`src/rtl/step_scheduler_if.sv`:
```
// Handshake and configuration bundle between the game engine and the step scheduler.
// The engine side drives ticks, configuration and acks; the scheduler drives requests and statistics.
interface step_scheduler_if #(
    parameter int PW = 16,
    parameter int MW = 8,
    parameter int SW = 16
);
    logic          tick_1ms;
    logic          cfg_we;
    logic [PW-1:0] period_in;
    logic          run;
    logic          step_ack;
    logic          clr_stat;
    logic          step_req;
    logic [SW-1:0] step_seq;
    logic [MW-1:0] missed_cnt;
    logic          overrun;
    logic [1:0]    state;

    modport master (
        output tick_1ms, cfg_we, period_in, run, step_ack, clr_stat,
        input  step_req, step_seq, missed_cnt, overrun, state
    );

    modport slave (
        input  tick_1ms, cfg_we, period_in, run, step_ack, clr_stat,
        output step_req, step_seq, missed_cnt, overrun, state
    );
endinterface

```
`src/rtl/step_scheduler.sv`:
```
// Game-step scheduler: turns 1 ms ticks into step requests every period_reg ms,
// retired by req/ack; expiries that land on an outstanding request are counted as misses.
module step_scheduler #(
    parameter int PW         = 16,
    parameter int MW         = 8,
    parameter int SW         = 16,
    parameter int DEF_PERIOD = 200
) (
    input  logic mclk,
    input  logic clr_n,
    step_scheduler_if.slave bus
);

    typedef enum logic [1:0] {
        ST_STOP = 2'b00,
        ST_RUN  = 2'b01,
        ST_PEND = 2'b10
    } state_t;

    logic [PW-1:0] r_period;
    logic [PW-1:0] r_ms_cnt;
    logic          r_step_req;
    logic [SW-1:0] r_step_seq;
    logic [MW-1:0] r_missed;
    logic          r_overrun;
    state_t        r_state;

    logic          w_tick;
    logic          w_expire;
    logic          w_ack_fire;
    logic          w_issue;
    logic          w_miss;
    logic          w_req_next;
    logic          w_missed_sat;
    logic [PW-1:0] w_period_load;

    // A configuration write owns the cycle, so a coincident tick never advances the counter.
    // The >= compare keeps a shrunken period from skipping its expiry.
    assign w_tick        = bus.run & ~bus.cfg_we & bus.tick_1ms;
    assign w_expire      = w_tick & (r_ms_cnt >= (r_period - PW'(1)));
    assign w_ack_fire    = r_step_req & bus.step_ack;
    assign w_issue       = w_expire & (~r_step_req | w_ack_fire);
    assign w_miss        = w_expire & r_step_req & ~w_ack_fire;
    assign w_req_next    = w_issue | (r_step_req & ~w_ack_fire);
    assign w_missed_sat  = (r_missed == {MW{1'b1}});
    assign w_period_load = (bus.period_in == '0) ? PW'(1) : bus.period_in;

    always_ff @(posedge mclk or negedge clr_n) begin
        if (!clr_n) begin
            r_period   <= PW'(DEF_PERIOD);
            r_ms_cnt   <= '0;
            r_step_req <= 1'b0;
            r_step_seq <= '0;
            r_missed   <= '0;
            r_overrun  <= 1'b0;
            r_state    <= ST_STOP;
        end else begin
            if (bus.cfg_we) begin
                r_period <= w_period_load;
                r_ms_cnt <= '0;
            end else if (w_tick) begin
                r_ms_cnt <= w_expire ? '0 : (r_ms_cnt + PW'(1));
            end

            r_step_req <= w_req_next;
            if (w_issue) begin
                r_step_seq <= r_step_seq + SW'(1);
            end

            // A miss in the same cycle as a statistics clear leaves exactly one recorded miss.
            if (w_miss) begin
                if (bus.clr_stat) begin
                    r_missed <= MW'(1);
                end else if (!w_missed_sat) begin
                    r_missed <= r_missed + MW'(1);
                end
                r_overrun <= 1'b1;
            end else if (bus.clr_stat) begin
                r_missed  <= '0;
                r_overrun <= 1'b0;
            end

            if (w_req_next) begin
                r_state <= ST_PEND;
            end else if (bus.run) begin
                r_state <= ST_RUN;
            end else begin
                r_state <= ST_STOP;
            end
        end
    end

    assign bus.step_req   = r_step_req;
    assign bus.step_seq   = r_step_seq;
    assign bus.missed_cnt = r_missed;
    assign bus.overrun    = r_overrun;
    assign bus.state      = r_state;

endmodule

```
`src/flat_wrapper.sv`:
```
// flat-port wrapper written by rule: the top's interface ports become plain ports
module step_scheduler_flat 
#(
    parameter int PW         = 16,
    parameter int MW         = 8,
    parameter int SW         = 16,
    parameter int DEF_PERIOD = 200
)
  (mclk, clr_n, bus_tick_1ms, bus_cfg_we, bus_period_in, bus_run, bus_step_ack, bus_clr_stat, bus_step_req, bus_step_seq, bus_missed_cnt, bus_overrun, bus_state);
  step_scheduler_if #(.PW(PW), .MW(MW), .SW(SW)) bus_i ();
  input  logic mclk;
  input  logic clr_n;
  input wire logic [$bits(bus_i.tick_1ms)-1:0] bus_tick_1ms;
  input wire logic [$bits(bus_i.cfg_we)-1:0] bus_cfg_we;
  input wire logic [$bits(bus_i.period_in)-1:0] bus_period_in;
  input wire logic [$bits(bus_i.run)-1:0] bus_run;
  input wire logic [$bits(bus_i.step_ack)-1:0] bus_step_ack;
  input wire logic [$bits(bus_i.clr_stat)-1:0] bus_clr_stat;
  output wire logic [$bits(bus_i.step_req)-1:0] bus_step_req;
  output wire logic [$bits(bus_i.step_seq)-1:0] bus_step_seq;
  output wire logic [$bits(bus_i.missed_cnt)-1:0] bus_missed_cnt;
  output wire logic [$bits(bus_i.overrun)-1:0] bus_overrun;
  output wire logic [$bits(bus_i.state)-1:0] bus_state;
  assign bus_i.tick_1ms = bus_tick_1ms;
  assign bus_i.cfg_we = bus_cfg_we;
  assign bus_i.period_in = bus_period_in;
  assign bus_i.run = bus_run;
  assign bus_i.step_ack = bus_step_ack;
  assign bus_i.clr_stat = bus_clr_stat;
  assign bus_step_req = bus_i.step_req;
  assign bus_step_seq = bus_i.step_seq;
  assign bus_missed_cnt = bus_i.missed_cnt;
  assign bus_overrun = bus_i.overrun;
  assign bus_state = bus_i.state;
  step_scheduler #(.PW(PW), .MW(MW), .SW(SW), .DEF_PERIOD(DEF_PERIOD)) u_core (.mclk(mclk), .clr_n(clr_n), .bus(bus_i));
endmodule
```
`config.mk`:
```
export PLATFORM = sky130hd
export DESIGN_NAME = step_scheduler_flat
export DESIGN_NICKNAME = d
export VERILOG_FILES = /design/src/rtl/step_scheduler_if.sv /design/src/rtl/step_scheduler.sv /design/src/flat_wrapper.sv
export SDC_FILE = /design/constraint.sdc
export NUM_CORES = 1
export LEC_CHECK = 0
export CORE_UTILIZATION = 55
export CTS_CLUSTER_SIZE = 25
export DETAILED_ROUTE_END_ITERATION = 10
export DONT_BUFFER_PORTS = 1
export PLACE_DENSITY_LB_ADDON = 0.1
export SLEW_MARGIN = 20
export SYNTH_ARGS = -nofsm -noshare
export SYNTH_HDL_FRONTEND = slang
export SYNTH_SLANG_ARGS = --single-unit
```
`constraint.sdc`:
```
create_clock -name mclk -period 4.93 [get_ports mclk]
set_input_delay 1.2325 -clock mclk [delete_from_list [all_inputs] [get_ports mclk]]
set_output_delay 1.2325 -clock mclk [all_outputs]
set_load 0.005 [all_outputs]
```
-- Yosys cells after proc, flatten, opt, wreduce, memory -nomap -nowiden
Index checks and enable logic that the tools add are counted.
- add/sub/neg operators: 4
- order comparisons: 1
- eq/ne operators: 2
- mux-type cells: 12
- bitwise logic cells: 13
- reductions and logical operators: 4
- operators by type and width (kind ; count):
    16-bit 2-to-1 mux ; 4
    16-bit by 1-bit adder with 16-bit output, second input constant ; 2
    8-bit 2-to-1 mux ; 4
    16-bit greater-or-equal comparator ; 1
    16-bit logical NOT ; 1
    16-bit by 1-bit subtractor with 16-bit output, second input constant ; 1
    8-bit by 1-bit adder with 8-bit output, second input constant ; 1
    1-bit AND ; 8
    8-bit == test, second input constant ; 1
    2-bit nonzero test ; 2
    1-bit 2-to-1 mux ; 3
    1-bit NOT ; 3
    2-bit 2-to-1 mux ; 1
    2-bit inequality test, second input constant ; 1
    1-bit bitwise OR ; 2
    2-bit AND reduction ; 1
- register bits: 60
- output and inout bits: 28
- word-level logic and storage cells: 43

-- Longest topological paths before layout
Gate-level depths: netlist (run 1).
- depth in word-level cells: 8
- mapped depth: 14
- depth with buffers taken out: 13

-- Worst setup path after synthesis (run 1)
Ideal clock, no wire load.
- path kind: flip-flop to flip-flop
- start: register u_core.r_period[9]
- end: register u_core.r_missed[5] (netlist: u_core.bus.missed_cnt[5])
- setup time: 0.125 ns
- arrival: 3.128 ns
- path slack: 1.677 ns
- cell stages (with the launch flop): 14
- path buffers: 1
- clock period less this slack: 3.253 ns
- path through: dfrtp_1 or3_1 nor3_1 nand2_1 nor3_1 xnor2_1 ha_1 nand4_1 nor3_2 o311ai_2 and3_1 buf_2 nor4_1 mux2_2
- longest elaborated chain between the ends: 7
- elaborated cells between the ends (all ways): 8
- classes of those cells: add/sub: 1; order compare: 1; mux: 1; bitwise: 3; reduce/logical: 2
- ends and longest elaborated chain (item ; RTL line ; RTL):
    start: declaration ; step_scheduler.sv:20 ; logic [PW-1:0] r_period;
    start signal: assignment ; step_scheduler.sv:50 ; r_period <= PW'(DEF_PERIOD);
    start signal: assignment ; step_scheduler.sv:59 ; r_period <= w_period_load;
    16-bit by 1-bit subtractor with 16-bit output * ; step_scheduler.sv:40 ; assign w_expire = w_tick & (r_ms_cnt >= (r_period - PW'(1)));
    16-bit greater-or-equal comparator * ; step_scheduler.sv:40 ;
    1-bit AND * ; step_scheduler.sv:40 ;
    1-bit AND * (2 in series) ; step_scheduler.sv:43 ; assign w_miss = w_expire & r_step_req & ~w_ack_fire;
    2-bit nonzero test (no line) ; - ;
    2-bit AND reduction (no line) ; - ;
    end signal: assignment ; step_scheduler.sv:75 ; r_missed <= r_missed + MW'(1);
    end: declaration ; step_scheduler.sv:24 ; logic [MW-1:0] r_missed;
Mark *: on every way between the ends. The rest lies on a longest branch, timed or not.
A chain may end at the register's enable or synchronous reset.

-- Final worst setup path (run 1)
- start: register u_core.r_period[4]
- end: register u_core.r_missed[4] (netlist: u_core.bus.missed_cnt[4])
Same word-level chain as after synthesis.

==> results of run 1 <==
layer usage:
layer	GRT usage	up-vias	routed length (µm)	share of wire
met4	0.07857	0	85	0.013
met1	0.3299	1224	3335	0.49
met2	0.3390	49	3058	0.45
met5	0	-	0	0
li1	-	1242	-	-
met3	0.06477	7	282	0.042
worst min-delay path by stage:
stage,start,end,slack (ns),cells after the start
floorplan,u_core.bus.step_seq[15],u_core.bus.step_seq[15],0.46,1
global placement,u_core.bus.step_seq[15],u_core.bus.step_seq[15],0.49,1
detailed placement,u_core.bus.overrun,u_core.bus.overrun,0.51,1
CTS,u_core.bus.step_seq[15],u_core.bus.step_seq[15],0.52,1
global route,u_core.bus.overrun,u_core.bus.overrun,0.53,1
finish,u_core.bus.overrun,u_core.bus.overrun,0.51,1
state kept, by name, summed over array words and instances, names as in the netlist:
name and cells:
u_core.bus.state 2, u_core.bus.overrun 1, u_core.r_ms_cnt 16, u_core.bus.missed_cnt 8, u_core.r_period 16, u_core.bus.step_seq 16
cells in the mapped netlist (all sizes together) (5+ instances only):
cell type / count / area (µm²)
dfrtp: 56 / 1401
a31oi: 5 / 37.53
mux2: 16 / 180.2
buf: 7 / 35.04
o21ai: 16 / 80.08
xnor2: 22 / 192.7
nand4: 13 / 81.33
nor2b: 5 / 31.28
nor3: 15 / 80.08
a21o: 10 / 75.07
nand3: 12 / 60.06
a21oi: 12 / 60.06
nor4: 7 / 43.79
nor2: 16 / 60.06
inv: 9 / 33.78
nor3b: 7 / 52.55
xor2: 7 / 61.31
nand2: 30 / 112.6
ha: 20 / 250.2
and3: 9 / 56.30
cells by family (layout without fill, tap and decap cells):
| logic type | count (synthesis) | in the layout | share of synthesized area |
|---|---|---|---|
| simple gates | 131 | 131 | 0.2098 |
| compound gates | 62 | 62 | 0.1251 |
| flops | 59 | 59 | 0.4378 |
| xor+xnor | 29 | 29 | 0.07513 |
| fa+ha+maj | 20 | 20 | 0.07402 |
| buf+inv | 20 | 26 | 0.02480 |
| mux | 16 | 16 | 0.05329 |
metrics by stage:
step | hold WS (ns) | std cells | total power [mW]
floorplan | 0.4647 | 337 | 0.5858
global placement | 0.4854 | 402 | 0.5969
detailed placement | 0.5072 | 402 | 0.6008
CTS | 0.5223 | 418 | 1.144
global route | 0.5254 | 418 | 1.177
finish | 0.5138 | 418 | 1.137
where the power goes:
part           leakage (nW)  switching [mW]  internal, mW
registers             0.781          0.0179         0.501
logic                 0.760          0.0359        0.0369
clock network         0.115           0.196         0.349
layout make-up:
cell class / instances / area, µm² / area share
tap: 75 / 93.84 / 0.02548
timing repair buffer: 1 / 7.507 / 0.002039
clock inverter: 6 / 112.6 / 0.03058
sequential: 59 / 1480 / 0.4020
multi-input combinational: 258 / 1817 / 0.4934
inverter: 9 / 33.78 / 0.009174
clock buffer: 10 / 137.6 / 0.03738
==> flow_metrics.tcl, run 1 <==
set metrics [dict create \
    status "complete, no violations" \
    rows 28 \
    cts_inserted_buffers 9 \
    clock_sinks 59 \
    syn-num-nets 380 \
    crit_cells 13 \
    setup_tns_ns 0 \
    layout_common_cells "dfrtp_1, nand2_1, xnor2_1" \
    setup_viol 0 \
    avgViaCountPerCell 6.033 \
    clk_path_buf_depth 2 \
    placed_area_mm2 0.003432 \
    syn_avg_cell_area_um2 10.03 \
    layout-area-overhead-vs-synth_pct 8.919 \
    grt_max_degree 60 \
    crit_chain "nor3_1 -> nand3_1 -> nor2_1 -> nand2_1 -> nor3_1 -> xnor2_1 -> ha_1 -> nand4_1 -> nor3_2 -> o311ai_2 -> a31oi_1 -> nor4bb_1 -> a211oi_1" \
    critPathArrivalTime_ns 3.94 \
    n_fill_cell 493 \
    grt_overflow 0 \
    grt_pass1_wl_mm 11.39 \
    place_ws_ns 1.230 \
    p_leak_nw 1.655 \
    timing.slew.headroom 0.3765 \
    post_cts_buffers 0 \
    dieArea_mm2 0.006464 \
    synth_area_mm2 0.003381 \
    io_pins 51 \
    place.gp.congestion 0.8606 \
    avgRoutedWirePerCell_um 16.17 \
    cts-root-buf "clkbuf_8" \
    place_hpwl_mm 4.909 \
    crit_family "simple AND/OR/NAND/NOR gates" \
    drcViolationCount 0 \
    slowest_stage "a31oi_1" \
    worst_r2r_path_depth 13 \
    finalCoreUtilization 0.6219 \
    die_h_um 80.40 \
    ys.flop_type "dfrtp_1" \
    netlist-cell-type-count 49 \
    tightest_slew_ns 0.9310 \
    crit_buf_inv 0 \
    cts.clk_slew.worst_paths_ns 0.07 \
    antenna_left 0 \
    crit_required_ns 5.15 \
    final.setup.worst_slack_ns 1.204 \
    rsz0062_at_grt "false" \
    synth_edf_count 0 \
    nNetsFinal 381 \
    antenna_found_initial 0 \
    cp_common_cell "nor3_1" \
    worstSetupStartpointType "flip-flop" \
    timing.rr.end "u_core.bus.missed_cnt[4]" \
    cp_max_fo 12 \
    ys_warn_count 0 \
    finalClockSkew_ns 0.009201 \
    ys_seq_area_frac 0.4378 \
    path_class "flip-flop to flip-flop" \
    routed_wl_mm 6.761 \
    first_global_vias 2409 \
    fp.dieW_um 80.40 \
    finalCritPeriodShare 0.7557 \
    fin_crit_ns 3.726 \
    netlist_instances 337 \
    finalInstanceArea_mm2 0.003682 \
    end_kind "flip-flop" \
    num_antenna_cells 0 \
    drive_gt1_frac 0.1166 \
    holdBufCountCts 0 \
    critPathCapture "u_core.bus.missed_cnt[4]" \
    hold_class "flip-flop to flip-flop" \
    r2r_start "u_core.r_period[4]" \
    core_mm2 0.005921 \
    clk_latency_ns 0.34 \
    drv_cap 0 \
    ys_async_sr_fraction 1.000 \
    synth-seq-cells 59 \
    slowest_delay_ns 0.76 \
    port_buffers 0 \
    drv_slew 0 \
    reg2reg_slack_ns 1.20 \
    grt_usage 0.2323 \
    final_common_cell "dfrtp_1" \
    cts.repair.resized 0 \
    initialDrtViolationCount 147 \
    hold_viol 0 \
    cts.htree.levels 3 \
    fmax_mhz 268.4 \
    dr.pass1.iters 4 \
    initial_core_util 0.5710 \
    p_per_area_mw_per_mm2 308.8 \
    critPathLaunch "u_core.r_period[4]" \
    cts_tree "built" \
    peakVddDrop_mv 0.2296 \
    via_count 2522 \
]
Power figures use the tool's default switching activity.
==> run 2: changes to the inputs <==
==> constraint.sdc (replaced) <==
create_clock -name mclk -period 3.9 [get_ports mclk]
set_input_delay 0.975 -clock mclk [delete_from_list [all_inputs] [get_ports mclk]]
set_output_delay 0.975 -clock mclk [all_outputs]
set_load 0.005 [all_outputs]
==> flow_metrics.tcl, run 2 (synthesized netlist as in run 1, its figures left out) <==
set metrics [dict create \
    status "complete, no violations" \
    timing.slew.headroom 0.5344 \
    avgViaCountPerCell 6.038 \
    dr.pass1.iters 4 \
    worstSetupStartpointType "flip-flop" \
    p_per_area_mw_per_mm2 335.6 \
    routed_wl_mm 6.749 \
    placed_area_mm2 0.003440 \
    layout-area-overhead-vs-synth_pct 6.662 \
    final.setup.worst_slack_ns 0.3996 \
    first_global_vias 2522 \
    via_count 2530 \
    drv_slew 0 \
    internal-power_mw 0.9074 \
    final_common_cell "dfrtp_1" \
    die_h_um 80.40 \
    p_leak_nw 1.626 \
    pwr-share-seq 0.542 \
    antenna_left 0 \
    end_kind "flip-flop" \
    instances_no_fill 419 \
    antenna_found_initial 0 \
    fp.dieW_um 80.40 \
    port_buffers 0 \
    io_pins 51 \
    drv_cap 0 \
    p_comb_frac 0.076 \
    cts_tree "built" \
    tightest_slew_ns 0.6942 \
    clk_latency_ns 0.33 \
    fin_crit_ns 3.500 \
    avgRoutedWirePerCell_um 16.11 \
    grt_overflow 0 \
    crit_required_ns 4.12 \
    grt_pass1_wl_mm 11.49 \
    layout_common_cells "dfrtp_1, nand2_1, xnor2_1" \
    cts.clk_slew.worst_paths_ns 0.07 \
    num_antenna_cells 0 \
    cts_inserted_buffers 9 \
    n_fill_cell 512 \
    finalInstanceArea_mm2 0.003606 \
    p_sw_mw 0.3026 \
    setup_viol 0 \
    place.gp.congestion 0.8111 \
    post_cts_buffers 0 \
    hold_viol 0 \
    dieArea_mm2 0.006464 \
    dp.cells 403 \
    p_sw_frac 0.2501 \
    core_mm2 0.005921 \
    initialDrtViolationCount 180 \
    grt_max_degree 60 \
    cts-root-buf "clkbuf_8" \
    drive_gt1_frac 0.1163 \
    cts.htree.levels 3 \
    worst_hold_slack_ns 0.3328 \
    drcViolationCount 0 \
    clk_path_buf_depth 2 \
    fmax_mhz 285.7 \
    place_ws_ns 0.3901 \
    hold_class "input pin to asynchronous set/reset pin" \
    clock_sinks 59 \
    rsz0062_at_grt "false" \
    critPathArrivalTime_ns 3.72 \
    path_class "flip-flop to flip-flop" \
    setup_tns_ns 0 \
    peakVddDrop_mv 0.3392 \
    rows 28 \
    nNetsFinal 382 \
    initial_core_util 0.5710 \
    worst_r2r_path_depth 12 \
    grt_usage 0.2355 \
    finalClockSkew_ns 0.006763 \
    cp_max_fo 8 \
    place_hpwl_mm 4.907 \
    finalCritPeriodShare 0.8975 \
    clock_power_share 0.382 \
]
## run 2: cell types whose count changed in the layout (fill, tap and decap cells not counted)
cell,previous run,this run
nor3_1,14,13
clkbuf_1,0,2
clkinv_2,0,3
nor3_2,1,2
clkbuf_8,10,9
buf_4,1,2
clkinvlp_4,3,2
bufinv_16,3,0
## run 2: power by group through the flow
stage / Combinational, mW / Sequential, mW / Clock, mW
floorplan: 0.0800 / 0.660 / 0
global placement: 0.0894 / 0.666 / 0
detailed placement: 0.0919 / 0.667 / 0
CTS: 0.0929 / 0.656 / 0.475
global route: 0.105 / 0.659 / 0.500
finish: 0.0920 / 0.656 / 0.462
## run 2: worst paths after layout
check,slack [ns],to,from
worst max-delay path,0.40,u_core.bus.missed_cnt[5],u_core.r_period[9]
worst min-delay path,0.33,u_core.bus.missed_cnt[0],clr_n
worst max register to register,0.40,u_core.bus.missed_cnt[5],u_core.r_period[9]
worst min register to register,0.51,u_core.bus.overrun,u_core.bus.overrun
max in group asynchronous,3.36,u_core.r_period[7],clr_n
min in group mclk,0.51,u_core.bus.overrun,u_core.bus.overrun
## run 2: timing repair
item | CTS | global route
gates resized for setup | 0 | 1
hold buffers | 0 | 0
endpoints found under the setup margin | 0 | 1
## run 2: critical path, cell delays in order, from the launching register on
cell and delay, ns:
dfrtp_1 0.41, or3_1 0.42, nor3_1 0.19, nand2_1 0.12
nor3_1 0.19, xnor2_1 0.10, ha_1 0.32, nand4_1 0.14
nor3_2 0.25, o311ai_2 0.21, and3_1 0.33, nor4_1 0.35
mux2_2 0.37
## run 2: cell type report
type / instances / area (µm²) / area share
multi-input combinational: 258 / 1822 / 0.5052
sequential: 59 / 1480 / 0.4105
clock buffer: 11 / 131.4 / 0.03643
tap: 75 / 93.84 / 0.02602
inverter: 9 / 33.78 / 0.009368
clock inverter: 5 / 30.03 / 0.008328
timing repair buffer: 2 / 15.01 / 0.004164
## run 2: metrics by stage
step / total power, mW / util
after CTS: 1.224 / 0.6082
after global placement: 0.7549 / 0.5809
final: 1.210 / 0.6090
after floorplan: 0.7405 / -
after global routing: 1.264 / 0.6090
after detailed placement: 0.7588 / 0.5809
## run 2: layer usage
layer / global-route usage / share of wire / vias up
met5: 0 / 0 / -
met4: 0.09107 / 0.011 / 0
met3: 0.05795 / 0.056 / 7
met2: 0.3780 / 0.46 / 60
met1: 0.3050 / 0.47 / 1213
li1: - / - / 1250
==> run 3: changes to the inputs <==
--- a/config.mk
+++ b/config.mk
@@ -5,6 +5,7 @@
 export SDC_FILE = /design/constraint.sdc
 export NUM_CORES = 1
 export LEC_CHECK = 0
+export ABC_AREA = 1
 export CORE_UTILIZATION = 55
 export CTS_CLUSTER_SIZE = 25
 export DETAILED_ROUTE_END_ITERATION = 10
==> flow_metrics.tcl, run 3 <==
set metrics [dict create \
    status "complete, no violations" \
    ys_seq_area_frac 0.3836 \
    final_common_cell "nand2_1" \
    rsz0062_at_grt "false" \
    ys_async_sr_fraction 1.000 \
    yosys.cell_count.top_type "nand2_1" \
    crit_cells 19 \
    layout-area-overhead-vs-synth_pct 6.323 \
    post_cts_buffers 0 \
    place.gp.congestion 0.8276 \
    finalCritPeriodShare 0.7797 \
    synth-seq-cells 59 \
    cts.htree.levels 3 \
    crit_buf_inv 3 \
    nNetsFinal 519 \
    antenna_found_initial 0 \
    netlist_instances 476 \
    core_mm2 0.006794 \
    p_sw_frac 0.2509 \
    peakVddDrop_mv 0.2546 \
    holdBufCountCts 0 \
    n_fill_cell 608 \
    hold_class "input pin to asynchronous set/reset pin" \
    netlist-cell-type-count 43 \
    fin_crit_ns 3.041 \
    grt_overflow 0 \
    critPathArrivalTime_ns 3.29 \
    clock_sinks 59 \
    p_comb_frac 0.088 \
    rows 30 \
    initial_core_util 0.5680 \
    setup_tns_ns 0 \
    cts_tree "built" \
    syn-num-nets 519 \
    hold_viol 0 \
    initialDrtViolationCount 140 \
    drv_slew 0 \
    synth_top_area_frac 0.3632 \
    routed_wl_mm 7.528 \
    place_hpwl_mm 5.483 \
    antenna_left 0 \
    dr.pass1.iters 4 \
    first_global_vias 2832 \
    p_leak_nw 1.958 \
    synth_edf_count 0 \
    die_h_um 85.76 \
    p_per_area_mw_per_mm2 336.9 \
    ys_top_cells_by_area "dfrtp_1, nand2_1, ha_1" \
    synth_common_cells "nand2_1, dfrtp_1, inv_1" \
    slowest_delay_ns 0.36 \
    ys_warn_count 0 \
    avgRoutedWirePerCell_um 13.05 \
    clk_latency_ns 0.35 \
    via_count 3003 \
    grt_usage 0.2241 \
    synth_area_mm2 0.003859 \
    crit_required_ns 4.15 \
    multi_input_area_mm2 0.002064 \
    cts.clk_slew.worst_paths_ns 0.07 \
    ys.flop_type "dfrtp_1" \
    finalClockSkew_ns 0.01135 \
    grt_max_degree 60 \
    grt_pass1_wl_mm 12.88 \
    drv_cap 0 \
    internal-power_mw 1.035 \
    io_pins 51 \
    power.total_mw 1.382 \
    end_kind "flip-flop" \
    finalInstanceArea_mm2 0.004103 \
    timing.slew.headroom 0.6920 \
    layout_common_cells "nand2_1, dfrtp_1, inv_1" \
    path_class "flip-flop to flip-flop" \
    clock_power_share 0.435 \
    cp_max_fo 20 \
    avgViaCountPerCell 5.205 \
    clk_path_buf_depth 2 \
    cts_inserted_buffers 9 \
    seq_area_mm2 0.001480 \
    worstSetupStartpointType "flip-flop" \
    port_buffers 0 \
    drcViolationCount 0 \
    cts-root-buf "clkbuf_8" \
    tightest_slew_ns 0.4609 \
    slowest_stage "dfrtp_1" \
    p_sw_mw 0.3468 \
    drive_gt1_frac 0.1206 \
    synth_top_area_cell "dfrtp_1" \
    fp.dieW_um 85.76 \
    placed_area_mm2 0.003895 \
    worst_r2r_path_depth 19 \
    finalCoreUtilization 0.6039 \
    setup_viol 0 \
    syn_avg_cell_area_um2 8.107 \
    worst_hold_slack_ns 0.3161 \
    dieArea_mm2 0.007355 \
    fmax_mhz 328.9 \
    crit_family "simple AND/OR/NAND/NOR gates" \
    crit_chain "inv_1 -> ha_1 -> nand2_1 -> nor3_4 -> nand2_1 -> nor2_2 -> nand3_2 -> o21ai_1 -> inv_1 -> ha_1 -> nand2_1 -> nor3_4 -> nand2_2 -> nand2_4 -> nand3_4 -> inv_2 -> nand2_1 -> nand2_1 -> nand2_1" \
    num_antenna_cells 0 \
    pwr-share-seq 0.477 \
    cp_common_cell "nand2_1" \
    cts.repair.resized 0 \
]
[run 3: power by group through the flow]
stage | Clock (mW) | Sequential (mW) | Combinational, mW
5_1_grt | 0.635 | 0.663 | 0.143
6_report | 0.602 | 0.659 | 0.122
3_3_place_gp | 0 | 0.670 | 0.118
2_1_floorplan | 0 | 0.665 | 0.104
4_1_cts | 0.607 | 0.659 | 0.123
3_5_place_dp | 0 | 0.670 | 0.121
[run 3: layout make-up]
cell class,count,share of cell area
clock buffers,10,0.03111
clock inverters,6,0.01952
inverters,61,0.05611
multi-input cells,345,0.5032
flip-flops and latches,59,0.3608
well taps,96,0.02928
[run 3: worst paths after layout]
kind | startpoint | slack [ns] | end
setup reg to reg | u_core.r_period[0] | 0.86 | u_core.bus.step_seq[2]
min in group mclk | u_core.bus.overrun | 0.52 | u_core.bus.overrun
hold reg to reg | u_core.bus.overrun | 0.52 | u_core.bus.overrun
setup / recovery | u_core.r_period[0] | 0.86 | u_core.bus.step_seq[2]
hold / removal | clr_n | 0.32 | u_core.bus.step_seq[14]
max in group asynchronous | clr_n | 3.38 | u_core.r_period[7]
[run 3: per-layer routing]
| metal | global-route usage | wire length (µm) | part of all wire |
|---|---|---|---|
| met2 | 0.3389 | 3321 | 0.44 |
| met1 | 0.3162 | 3727 | 0.50 |
| met4 | 0.07727 | 113 | 0.015 |
| met5 | 0 | 0 | 0 |
| met3 | 0.05294 | 366 | 0.049 |
[run 3: logic make-up (layout without fill, tap and decap cells)]
group / after synthesis / in the layout / share of synthesized area
buf+inv: 72 / 77 / 0.08138
flops: 59 / 59 / 0.3836
simple gates: 236 / 236 / 0.2983
compound gates: 51 / 51 / 0.08561
xor+xnor: 38 / 38 / 0.08625
fa+ha+maj: 20 / 20 / 0.06485
[run 3: stage by stage]
stage,std cells,worst slack [ns]
2_1_floorplan,476,1.311
4_1_cts,577,0.8542
5_1_grt,577,0.5183
6_report,577,0.8592
3_5_place_dp,561,0.8803
3_3_place_gp,561,1.004
